--- config.mk ---
export PLATFORM = sky130hd
export DESIGN_NAME = instruction_fetch
export DESIGN_NICKNAME = d
export VERILOG_FILES = /design/src/rtl/instruction_fetch.sv
export SDC_FILE = /design/constraint.sdc
export NUM_CORES = 1
export LEC_CHECK = 0
export ABC_CLOCK_PERIOD_IN_PS = 3900
export CAP_MARGIN = 20
export CORE_MARGIN = 2
export CORE_UTILIZATION = 40
export DETAILED_ROUTE_END_ITERATION = 6
export HOLD_SLACK_MARGIN = 0.08
export PLACE_DENSITY = 0.72
export SYNTH_ARGS = -nofsm -noshare
export SYNTH_HDL_FRONTEND = slang
export SYNTH_SLANG_ARGS = --single-unit
--- constraint.sdc ---
create_clock -name clk_i -period 3.9 [get_ports clk_i]
set_input_delay 1.17 -clock clk_i [delete_from_list [all_inputs] [get_ports clk_i]]
set_output_delay 1.17 -clock clk_i [all_outputs]
set_load 0.1 [all_outputs]
--- src/rtl/instruction_fetch.sv ---
// Instruction fetch front end: owns the PC, issues one-cycle-latency memory reads,
// buffers returned words in a 2-entry queue and handles redirects and HALT.
module instruction_fetch #(
    parameter int          ADDR_W      = 10,
    parameter logic [31:0] RESET_PC    = 32'h0,
    parameter logic [7:0]  HALT_OPCODE = 8'h0F
) (
    input  logic        clk_i,
    input  logic        resetn_i,
    output logic [31:0] mem_addr_o,
    input  logic [31:0] mem_inst_i,
    input  logic        redirect_i,
    input  logic [31:0] redirect_pc_i,
    output logic        out_valid_o,
    input  logic        out_ready_i,
    output logic [31:0] out_inst_o,
    output logic [31:0] out_pc_o,
    output logic        halted_o
);

    typedef enum logic {
        ST_FETCH = 1'b0,
        ST_HALT  = 1'b1
    } state_t;

    state_t            state_q;
    logic [ADDR_W-1:0] pc_q;
    logic              inflight_q;
    logic [ADDR_W-1:0] inflight_pc_q;
    logic [1:0]        count_q;
    logic [31:0]       head_inst_q;
    logic [ADDR_W-1:0] head_pc_q;
    logic [31:0]       tail_inst_q;
    logic [ADDR_W-1:0] tail_pc_q;

    logic       pop;
    logic       ret;
    logic       halt_det;
    logic       issue;
    logic [2:0] occupancy;
    logic [1:0] count_d;
    logic       head_from_tail;
    logic       head_from_mem;
    logic       tail_from_mem;

    // Only the low ADDR_W bits of the redirect target address memory.
    logic unused_redirect_bits;
    assign unused_redirect_bits = ^redirect_pc_i[31:ADDR_W];

    assign mem_addr_o  = {{(32-ADDR_W){1'b0}}, pc_q};
    assign out_valid_o = (count_q != 2'd0);
    assign out_inst_o  = head_inst_q;
    assign out_pc_o    = {{(32-ADDR_W){1'b0}}, head_pc_q};
    assign halted_o    = (state_q == ST_HALT);

    always_comb begin
        pop       = out_valid_o & out_ready_i;
        ret       = inflight_q & ~redirect_i;
        halt_det  = ret & (mem_inst_i[31:24] == HALT_OPCODE);
        occupancy = {1'b0, count_q} + {2'b00, inflight_q};
        // Words already queued or in flight must fit once this cycle's pop is taken.
        issue     = (state_q == ST_FETCH) & ~redirect_i & ~halt_det
                  & (occupancy < (3'd2 + {2'b00, pop}));

        count_d = count_q;
        if (pop && !ret) begin
            count_d = count_q - 2'd1;
        end else if (!pop && ret) begin
            count_d = count_q + 2'd1;
        end

        head_from_tail = pop & (count_q == 2'd2);
        head_from_mem  = ret & ((count_q == 2'd0) | ((count_q == 2'd1) & pop));
        tail_from_mem  = ret & (((count_q == 2'd1) & ~pop) | ((count_q == 2'd2) & pop));
    end

    always_ff @(posedge clk_i or negedge resetn_i) begin
        if (!resetn_i) begin
            state_q       <= ST_FETCH;
            pc_q          <= RESET_PC[ADDR_W-1:0];
            inflight_q    <= 1'b0;
            inflight_pc_q <= '0;
            count_q       <= 2'd0;
            head_inst_q   <= '0;
            head_pc_q     <= '0;
            tail_inst_q   <= '0;
            tail_pc_q     <= '0;
        end else if (redirect_i) begin
            state_q    <= ST_FETCH;
            pc_q       <= redirect_pc_i[ADDR_W-1:0];
            inflight_q <= 1'b0;
            count_q    <= 2'd0;
        end else begin
            inflight_q <= issue;
            if (issue) begin
                pc_q          <= pc_q + 1'b1;
                inflight_pc_q <= pc_q;
            end
            if (halt_det) begin
                state_q <= ST_HALT;
            end

            count_q <= count_d;
            if (head_from_tail) begin
                head_inst_q <= tail_inst_q;
                head_pc_q   <= tail_pc_q;
            end else if (head_from_mem) begin
                head_inst_q <= mem_inst_i;
                head_pc_q   <= inflight_pc_q;
            end
            if (tail_from_mem) begin
                tail_inst_q <= mem_inst_i;
                tail_pc_q   <= inflight_pc_q;
            end
        end
    end

endmodule

==> metrics.yaml <==
global_routing:
  grt_pass1_wl_um: 17800
  grt_pass1_vias: 3578
  grt_overflow: 0
  track_usage: 0.157
  antenna_found_initial: 0
  grt_max_degree: 55
timing:
  hold_viol: 0
  finalClockSkew_ps: 5.12
  rsz0062_at_grt: "false"
  worst_slew_pin_slew_ps: 977
  min_period_over_period: 0.780
  setup-violations-final: 0
  final_max_slew_viol_count: 0
  max_freq_ghz: 0.329
  slew_headroom: 0.346
  fin_crit_ps: 3040
  setup_tns_ps: 0
finish:
  layout.area.seq_sq_um: 2700
  layout-drive-gt1-share: 0.387
  multi_input_area_sq_um: 2340
  synthToLayoutAreaGrowth_pct: 24.9
  diodes: 0
  final.fill_count: 1129
  nets: 581
yosys:
  ys_seq_area_frac: 0.512
  ys_ff_latch: 108
  ys.flop_type: "dfrtp_1"
  netlist_top_cells_area: "dfrtp_1 (51%), mux2_2 (29%), buf_4 (6.3%), ha_1 (1.4%), buf_2 (0.85%)"
  async_reset_ff_frac: 1.00
  synth.avg_cell_area_sq_um: 13.1
  syn_area_sq_um: 5280
  ys_warn_count: 0
  synthDistinctLibCells: 47
  yosysTopAreaCellShare: 0.512
  syn_inst: 404
  synth_edf_count: 0
  synth_top_cell_by_area: "dfrtp_1"
critical_path:
  critical_path_buf_inv_count: 1
  path_cells: "clkdlybuf4s50_1"
  crit_arrival_ps: 1870
  worstPathRequired_ps: 2730
  crit_fanout: 2
  r2r_start: "inflight_q"
  crit_path_end_kind: "output port"
  startpoint: "out_inst_o[21]"
  critical-path-max-stage-delay_ps: 1150
  cp_top_family: "buffers and inverters"
  crit_slowest_cell: "clkdlybuf4s50_1"
  start_kind: "flop"
  path_class: "flop to output port"
outcome:
  status: "complete, no violations"
die:
  fp.dieW_um: 119
  fp-row-count: 41
  core_sq_um: 12800
  io_pins: 166
  dieArea_sq_um: 14100
  start_util: 0.413
  fp.dieH_um: 119
place:
  gp_congestion: 0.743
  dp.final_hpwl_um: 7380
  io_buffers: 99
drt:
  drc: 0
  wire_per_inst_um: 15.7
  viasPerCell: 4.95
  firstDrtPassIters: 4
  drtIter0Drc: 139
  ant_nets: 0
  wirelength_um: 10700
  num_vias: 3387
cts:
  cts_buffers: 9
  cts_tree: "yes"
  cts_resized: 0
  cts.path.max_buffers: 2
  cts.clk_slew.worst_paths_ps: 70
  clkSinkCount: 108
  clk_latency_ps: 340
  htreeDepth: 3
  cts_hold_buf: 0
  cts_setup_buffers: 0
  clockRootBuffer: "clkbuf_16"
job:
  max_cap_violations: 0
hold_path:
  hp-class: "flop to flop"
  hp-start: "out_inst_o[17]"
[synth_stat cells (all sizes together), types with 2 or more instances]
cell type / number
or3: 2
a31oi: 6
clkbuf: 5
nand2: 11
o311ai: 2
o31ai: 2
xnor2: 2
nand4: 5
nand2b: 2
or4: 2
and2: 3
o31a: 2
a21o: 3
o21ai: 7
buf: 55
a21oi: 2
dfrtp: 108
nor2: 11
nand3: 6
inv: 6
ha: 6
mux2: 134
[layer usage]
metal / GRT usage / vias up / share of wire
li1: - / 1566 / -
met1: 0.190 / 1701 / 0.42
met2: 0.267 / 107 / 0.50
met3: 0.0508 / 13 / 0.063
met4: 0.0499 / 0 / 0.015
met5: 0 / - / 0
[path summary, 6_finish.rpt]
check / to / slack, ps / depth (start not counted)
min: out_inst_o[17] / 510 / 1
max: out_inst_o[21] / 860 / 1
min reg2reg: out_inst_o[17] / 510 / 1
max reg2reg: inflight_pc_q[9] / 1430 / 6
min in group asynchronous: tail_inst_q[18] / 860 / 1
max in group asynchronous: tail_inst_q[1] / 2220 / 2
[area by class of cell]
| type | count | share of cell area |
|---|---|---|
| clock buffer | 9 | 0.0342 |
| multi-input combinational | 272 | 0.354 |
| clock inverter | 7 | 0.0118 |
| sequential | 108 | 0.410 |
| tap | 172 | 0.0326 |
| timing repair buffer | 109 | 0.153 |
| inverter | 7 | 0.00398 |
[flip-flops by register name, indices dropped and copies added (netlist names)]
register and flops:
inflight_pc_q 10, tail_inst_q 32, count_q 2, out_inst_o 32
head_pc_q 10, pc_q 10, halted_o 1, tail_pc_q 10
inflight_q 1
[placed cells by master (no fill, tap or decap), drive strengths merged, types with 2 or more instances in the layout]
cell | netlist | final
nor2 | 11 | 11
buf | 55 | 37
nand3 | 6 | 6
nand4 | 5 | 5
or4 | 2 | 2
o21ai | 7 | 7
a21oi | 2 | 2
clkinv | 1 | 3
o31a | 2 | 2
ha | 6 | 6
inv | 6 | 6
o311ai | 2 | 2
a31oi | 6 | 6
mux2 | 134 | 134
conb | 1 | 44
nand2 | 11 | 11
a21o | 3 | 3
nand2b | 2 | 2
clkbuf | 5 | 9
clkdlybuf4s50 | 0 | 72
and2 | 3 | 3
clkinvlp | 0 | 4
xnor2 | 2 | 2
or3 | 2 | 2
o31ai | 2 | 2
dfrtp | 108 | 108
[per-stage QoR]
step	std cells	utilization	instance area [sq um]	hold slack (ps)	setup WS (ps)
final	684	0.516	6590	506	859
after global routing	684	0.516	6590	523	800
after CTS	684	0.516	6590	511	842
after detailed placement	668	0.493	6290	493	553
after global placement	668	0.493	6290	484	584
after floorplan	447	-	5440	477	1250
[logic make-up (layout without fill, tap and decap cells)]
kind of cell	after synthesis	after routing	share of synthesized area
buffers and inverters	67	132	0.0810
DFF	108	108	0.512
and+or+nand+nor	54	54	0.0588
adders and majority gates	6	6	0.0142
xor gates and xnor gates	2	2	0.00332
AOI/OAI and AO/OA	32	32	0.0443
other	1	44	0.000710
muxes	134	134	0.286
Power is left out: the tool's default activity adds up to more than one toggle a clock period on the data nets, which glitch-free logic cannot reach.
